File: src/rtl/image_line_fetch.sv
// Per-line SDRAM prefetch: on hblank rise, bursts the next line's words and packs
// background/mask bytes into 24-bit pixels. Optional IMAGE_LINE_FETCH_UNDERRUN_STATS_EN adds underrun_count.
module image_line_fetch #(
    parameter int unsigned LINE_PIXELS = 720,
    parameter int unsigned LINE_COUNT  = 720
) (
    input  logic        clk,
    input  logic        reset,
    input  logic        hblank,
    input  logic [9:0]  video_y,
    output logic        sd_rd,
    output logic        sd_end_burst,
    output logic [24:0] sd_addr,
    input  logic        sd_data_available,
    input  logic [15:0] sd_q,
    output logic [23:0] bg_pixel,
    output logic [23:0] mask_pixel,
    output logic        pixel_valid,
    output logic        fifo_clear,
    output logic        line_done,
`ifdef IMAGE_LINE_FETCH_UNDERRUN_STATS_EN
    output logic [15:0] underrun_count,
`endif
    output logic        busy
);

    localparam int unsigned WPL = LINE_PIXELS * 3;
    localparam int unsigned CW  = $clog2(WPL + 1);
    localparam int unsigned AW  = 25;

    typedef enum logic [1:0] {
        S_IDLE,
        S_REQ,
        S_BURST,
        S_DONE
    } state_t;

    state_t         r_state;
    logic           r_prev_hblank;
    logic           r_prev_dav;
    logic [CW-1:0]  r_read_count;
    logic [1:0]     r_byte_phase;
    logic [15:0]    r_bg_sr;
    logic [15:0]    r_mask_sr;
    logic [AW-1:0]  r_base;

    logic           w_ls;
    logic [9:0]     w_next_y;
    logic [AW-1:0]  w_next_base;
    logic           w_beat;
    logic           w_dav_fall;
    logic           w_end_near;

    // Line start and per-beat qualifiers
    assign w_ls        = hblank & ~r_prev_hblank;
    assign w_next_y    = (32'(video_y) >= LINE_COUNT - 1) ? 10'd0 : video_y + 10'd1;
    assign w_next_base = AW'(w_next_y) * AW'(WPL);
    assign w_beat      = sd_data_available && (r_read_count < CW'(WPL));
    assign w_dav_fall  = r_prev_dav & ~sd_data_available;
    assign w_end_near  = r_read_count >= CW'(WPL - 2);

    always_ff @(posedge clk) begin
        if (reset) begin
            r_state       <= S_IDLE;
            r_prev_hblank <= 1'b0;
            r_prev_dav    <= 1'b0;
            r_read_count  <= '0;
            r_byte_phase  <= 2'd0;
            r_bg_sr       <= 16'd0;
            r_mask_sr     <= 16'd0;
            r_base        <= '0;
            sd_rd         <= 1'b0;
            sd_end_burst  <= 1'b0;
            sd_addr       <= '0;
            bg_pixel      <= 24'd0;
            mask_pixel    <= 24'd0;
            pixel_valid   <= 1'b0;
            fifo_clear    <= 1'b0;
            line_done     <= 1'b0;
            busy          <= 1'b0;
        end else begin
            r_prev_hblank <= hblank;
            r_prev_dav    <= sd_data_available;
            sd_rd         <= 1'b0;
            sd_end_burst  <= 1'b0;
            pixel_valid   <= 1'b0;
            fifo_clear    <= 1'b0;
            line_done     <= 1'b0;

            // Line start overrides any state and discards a coincident beat
            if (w_ls) begin
                fifo_clear   <= 1'b1;
                r_read_count <= '0;
                r_byte_phase <= 2'd0;
                r_bg_sr      <= 16'd0;
                r_mask_sr    <= 16'd0;
                r_base       <= w_next_base;
                busy         <= 1'b1;
                sd_end_burst <= (r_state == S_BURST);
                r_state      <= S_REQ;
            end else begin
                case (r_state)
                    S_IDLE: begin
                        r_state <= S_IDLE;
                    end
                    S_REQ: begin
                        sd_rd   <= 1'b1;
                        sd_addr <= r_base + AW'(r_read_count);
                        r_state <= S_BURST;
                    end
                    S_BURST: begin
                        if (w_beat) begin
                            r_bg_sr      <= {r_bg_sr[7:0], sd_q[7:0]};
                            r_mask_sr    <= {r_mask_sr[7:0], sd_q[15:8]};
                            r_read_count <= r_read_count + CW'(1);
                            if (w_end_near) begin
                                sd_end_burst <= 1'b1;
                            end
                            if (r_byte_phase == 2'd2) begin
                                r_byte_phase <= 2'd0;
                                bg_pixel     <= {r_bg_sr, sd_q[7:0]};
                                mask_pixel   <= {r_mask_sr, sd_q[15:8]};
                                pixel_valid  <= 1'b1;
                            end else begin
                                r_byte_phase <= r_byte_phase + 2'd1;
                            end
                        end else if (w_dav_fall) begin
                            // Controller ended the burst early: resume where we stopped
                            if (r_read_count < CW'(WPL)) begin
                                r_state <= S_REQ;
                            end else begin
                                r_state <= S_DONE;
                                busy    <= 1'b0;
                            end
                        end
                    end
                    S_DONE: begin
                        line_done <= 1'b1;
                        r_state   <= S_IDLE;
                    end
                    default: begin
                        r_state <= S_IDLE;
                    end
                endcase
            end
        end
    end

`ifdef IMAGE_LINE_FETCH_UNDERRUN_STATS_EN
    // Counts lines abandoned before all words arrived
    always_ff @(posedge clk) begin
        if (reset) begin
            underrun_count <= 16'd0;
        end else if (w_ls && (r_state == S_REQ || r_state == S_BURST)
                     && underrun_count != 16'hFFFF) begin
            underrun_count <= underrun_count + 16'd1;
        end
    end
`endif

endmodule

File: config.mk
export PLATFORM = sky130hd
export DESIGN_NAME = image_line_fetch
export DESIGN_NICKNAME = d
export VERILOG_FILES = /design/src/rtl/image_line_fetch.sv
export SDC_FILE = /design/constraint.sdc
export NUM_CORES = 1
export LEC_CHECK = 0
export ABC_CLOCK_PERIOD_IN_PS = 5100
export CAP_MARGIN = 20
export CORE_MARGIN = 3
export CORE_UTILIZATION = 39
export CTS_CLUSTER_DIAMETER = 50
export DETAILED_ROUTE_END_ITERATION = 7
export PLACE_DENSITY = 0.67
export SYNTH_ARGS = -nofsm -noshare
export SYNTH_HDL_FRONTEND = slang
export SYNTH_SLANG_ARGS = --single-unit
File: constraint.sdc
create_clock -name clk -period 5.1 [get_ports clk]
set_input_delay 0.51 -clock clk [delete_from_list [all_inputs] [get_ports clk]]
set_output_delay 0.51 -clock clk [all_outputs]
set_load 0.005 [all_outputs]
After elaboration in Yosys (flattened, before gate mapping)
Cells that the tools add are included.
- flip-flop bits (word level): 147
- output and inout bits: 79
- muxes and demuxes: 20
- reductions and logical operators: 13
- eq/ne operators: 10
- bitwise operators: 7
- order comparisons: 3
- add/subtract/negate cells: 4
- multipliers: 1
- operators by type and width (cell ; count):
    adder 22 x 12 -> 23 bit ; 1
    multiplier 10 x 8 -> 18 bit, second input constant ; 1
    two-way mux 1 bit ; 14
    adder 12 x 1 -> 12 bit, second input constant ; 1
    >= comparator 12 bit, second input constant ; 1
    less-than comparator 12 bit, second input constant ; 1
    adder 10 x 1 -> 10 bit, second input constant ; 1
    >= comparator 10 bit, second input constant ; 1
    two-way mux 10 bit ; 1
    two-way mux 2 bit ; 4
    inequality test 2 bit, second input constant ; 4
    AND reduction 2 bit ; 4
    AND reduction 4 bit ; 2
    equality test 2 bit, second input constant ; 3
    inequality test 3 bit, second input constant ; 2
    one-hot mux 2 bit (3 select lines) ; 1
    inverter 1 bit ; 5
    nonzero test 2 bit ; 2
    OR reduction 2 bit ; 2
    OR reduction 4 bit ; 1
    adder 2 x 1 -> 2 bit, second input constant ; 1
    AND 1 bit ; 2
    equality test 2 x 1 -> 1 bit, second input constant ; 1
    zero test 2 bit ; 1
    logical AND 1 bit ; 1

Longest topological paths before layout
- word-level depth: 6
- depth in mapped cells: 20
- gate-level depth less buffers: 19

Least setup slack after synthesis
Ideal clock, no wire load.
- path kind: input-to-reg
- start point: input port video_y[0]
- end point: register r_base[20]
- path buffers: 0
- data arrival time: 4.354 ns
- required time: 4.978 ns
- stages: 15
- path slack: 0.624 ns
- path through: ha_1 -> nand3_1 -> or4_1 -> a21oi_1 -> ha_1 -> inv_1 -> fa_1 -> fa_1 -> inv_1 -> ha_1 -> and3_1 -> nand4_1 -> o21ai_0 -> nand3_1 -> a221o_1
- word-level cells in the longest chain between the ends: 3
- elaborated cells between the ends (all ways): 4
- ends and longest elaborated chain (item ; line ; text):
    start, declared ; 10 ; input logic [9:0] video_y,
    adder 10 x 1 -> 10 bit or >= comparator 10 bit (tied branches) ; 56 ; assign w_next_y = (32'(video_y) >= LINE_COUNT - 1) ? 10'd0 : video_y + 10'd1;
    two-way mux 10 bit * ; 56 ;
    multiplier 10 x 8 -> 18 bit * ; 57 ; assign w_next_base = AW'(w_next_y) * AW'(WPL);
    end signal, assigned ; 97 ; r_base <= w_next_base;
    end, declared ; 45 ; logic [AW-1:0] r_base;
Every way passes the cells marked *; elsewhere a longest branch is shown, timed or not.
A chain may end at the register's enable or synchronous reset.

Worst setup path after layout
- start point: input port video_y[0]
- end point: register r_base[17]
Same word-level chain as after synthesis.

==> run_results.csv <==
group,metric,value,unit
sta,finalCritPeriodShare,0.9196,
worst_hold_path,hp-class,"register to register",
detailed_routing,drt_iter0_drc,360,
critical_path,crit_chain,"clkdlybuf4s50_1, ha_1, nand3_1, a21oi_1, nor2_1, nor2b_1, buf_4, nor2b_1, ha_1, ha_1, inv_1, fa_1, inv_1, ha_1, fa_1, a211oi_1, o21ai_0, nand3_1, nand3_1, xor2_1, a22o_1",
yosys,ys_types,50,
yosys,yosysSeqAreaShare,0.4126,
sta,clock.fmax,213.2,MHz
yosys,synth_flop_cell,"dfxtp_1",
finish,diodes,0,
sta,setup-tns-final,0,ps
outcome,status,"complete, no violations",
global_route,grt_max_degree,44,
critical_path,reg2reg_slack,2200,ps
yosys,synth-async-reset-ratio,0,
run,cap_violations,0,
critical_path,critPathRequiredTime,5420,ps
yosys,netlist_instances,869,
yosys,syn-cell-area,0.007035,mm2
critical_path,cp-start-kind,"input port",
clock_network,cts_made_buffers,17,
detailed_routing,vias,5961,
sta,fin_skew,9.349,ps
placement,portBuffers,106,
pwr,ir_drop,212.6,uV
placement,place_ws,-39.15,ps
detailed_routing,via_per_inst,4.959,
pwr,powerDensity,329.9,mW/mm2
yosys,synth_edf_count,0,
clock_network,clk_latency,420,ps
yosys,yosysTopAreaCell,"dfxtp_1",
critical_path,cpMostUsedCell,"ha_1",
pwr,p_switching,869.0,uW
global_route,grt_pass1_vias,5553,
critical_path,crit_fanout,6,
sta,setup-violations-final,0,
clock_network,clockBufferDepth,2,
finish,drive_gt1_frac,0.05322,
detailed_routing,drc_errors,0,
sta,min_period,4690,ps
detailed_routing,drtAntennaViolNets,0,
sta,holdWs,450.5,ps
critical_path,crit_arrival,5010,ps
clock_network,cts_tree,"yes",
clock_network,cts_sinks,145,
sta,final_max_slew_viol_count,0,
critical_path,crit_slowest_cell,"clkdlybuf4s50_1",
yosys,yosysWarnings,0,
detailed_routing,dr.pass1.iters,5,
pwr,pwr-share-clk,0.413,
finish,design_area,0.008872,mm2
die,start_util,0.4026,
clock_network,clkSlewWorstSetupHoldPaths,70,ps
die,ios,109,
global_route,antenna_found_initial,0,
detailed_routing,wl_per_cell,13.26,um
pwr,pwr-share-comb,0.176,
die,die_y,140.3,um
pwr,power.total,2927,uW
clock_network,htree_levels,4,
critical_path,crit_path_end_kind,"register",
finish,nNetsFinal,1058,
yosys,synth_area_leaders,"dfxtp_1 (41%), nand2_1 (11%), ha_1 (9.1%)",
die,die_w,140.3,um
placement,place.gp.congestion,0.8350,
global_route,grt_pass1_wl,27010,um
clock_network,post_cts_buffers,0,
pwr,p_int,2058,uW
sta,max_slew_margin,0.4944,
critical_path,path_delay_family,"adder cells",
placement,place_hpwl,11430,um
yosys,synth.avg_cell_area,8.096,um2
global_route,gr-usage-all-layers,0.1636,
yosys,ys_ff_latch,145,
critical_path,critPathBufInv,4,
pwr,leakage,0.003387,uW
clock_network,cts_resized,0,
die,fp-row-count,48,
pwr,seqPwrFrac,0.411,
finish,area_growth,26.11,%
yosys,yosysTopAreaCellShare,0.4126,
sta,tightest_slew,754.9,ps
sta,fin_ws,410.1,ps
critical_path,slowest_delay,520,ps
detailed_routing,routed_wl,15940,um
critical_path,path_class,"input port to register",
die,fp.coreArea,0.01748,mm2
sta,hold_viol_final,0,
pwr,p_sw_frac,0.2969,
placement,placed_area,0.008277,mm2
die,die_area,0.01969,mm2
global_route,grt_overflow,0,
clock_network,hold_buffers,0,
sta,rsz0062_at_grt,"no",
clock_network,clock-root-buffer,"clkbuf_16",
## final timing paths
kind / from / end / cells past startpoint
worst max-delay path: video_y[0] / r_base[17] / 21
worst min-delay path: mask_pixel[15] / mask_pixel[15] / 2
worst max register to register: r_read_count[7] / mask_pixel[4] / 8
worst min register to register: mask_pixel[15] / mask_pixel[15] / 2
## worst reg2reg max path, cell delays in order, from the launching register on
cell	delay (ps)
dfxtp_1	360
or4_1	560
o21a_1	270
or2_1	240
buf_4	250
or3_1	530
buf_4	320
nand2_1	140
a21oi_1	70
## stage by stage
stage          instances    util
2_1_floorplan        870       -
6_report            1202  0.5077
5_1_grt             1202  0.5077
3_5_place_dp        1169  0.4736
3_3_place_gp        1169  0.4736
4_1_cts             1201  0.5068
## state kept, by name, summed over array words and instances (netlist names)
| register | cells |
|---|---|
| r_read_count | 12 |
| sd_addr | 23 |
| r_bg_sr | 16 |
| r_base | 18 |
| bg_pixel | 24 |
| r_mask_sr | 16 |
| r_byte_phase | 2 |
| fifo_clear | 1 |
| busy | 1 |
| r_prev_hblank | 1 |
| sd_end_burst | 1 |
| r_state | 2 |
| line_done | 1 |
| mask_pixel | 24 |
| pixel_valid | 1 |
| r_prev_dav | 1 |
| sd_rd | 1 |
## power by group through the flow
stage          sequential, uW  clock, uW  combinational, uW
3_5_place_dp             1230          0                516
6_report                 1200       1210                516
3_3_place_gp             1230          0                512
5_1_grt                  1210       1290                594
4_1_cts                  1200       1230                520
2_1_floorplan            1220          0                376
## synth_stat cells (7+ instances only)
cell	count
nand2_1	214
dfxtp_1	145
a21oi_1	110
inv_1	53
nor2_1	53
ha_1	51
clkbuf_1	33
xor2_1	24
o21ai_0	23
nand3_1	17
a211oi_1	16
xnor2_1	14
fa_1	13
nor2b_1	11
nor3_1	8
and3_1	7
## cell families (layout without fill, tap and decap cells)
kind of cell | after synthesis | in the layout | share of synthesized area
other cells | 1 | 2 | 0.0005330
simple gates | 341 | 341 | 0.2061
flops | 145 | 145 | 0.4126
xor+xnor | 38 | 38 | 0.04731
fa+ha+maj | 64 | 64 | 0.1277
buf+inv | 99 | 206 | 0.05815
compound gates | 181 | 181 | 0.1476
## metal layers
| layer | vias to the layer above | GRT usage | routed length [um] |
|---|---|---|---|
| li1 | 3066 | - | - |
| met3 | 18 | 0.03312 | 711 |
| met2 | 131 | 0.2697 | 7422 |
| met1 | 2746 | 0.2179 | 7608 |
| met5 | - | 0 | 0 |
| met4 | 0 | 0.04742 | 199 |
## layout make-up
type | count | area, um2
Clock buffer | 18 | 439.2
Clock inverter | 14 | 141.4
Fill cell | 1682 | 8605
Inverter | 54 | 202.7
Multi-Input combinational cell | 626 | 3736
Sequential cell | 145 | 2903
Tap cell | 225 | 281.5
Timing Repair Buffer | 120 | 1169
## cells in the final DEF (no fill, tap or decap), drive strengths merged, types with 2 or more instances in the layout
cell and n:
ha 51, a21o 5, clkbuf 18, and2 3
buf 15, or3 4, xnor2 14, o211ai 2
nand4 6, nor2 53, inv 61, conb 2
o21a 6, or2 3, nand3 17, a31oi 3
xor2 24, a21oi 110, clkinv 6, nor3 9
or4 2, nand3b 3, nand2 214, clkdlybuf4s50 105
and3 7, nand2b 5, a22o 5, dfxtp 145
o31ai 3, nor2b 11, o21ai 23, fa 13
a211oi 16
(Power assumes the default switching activity.)
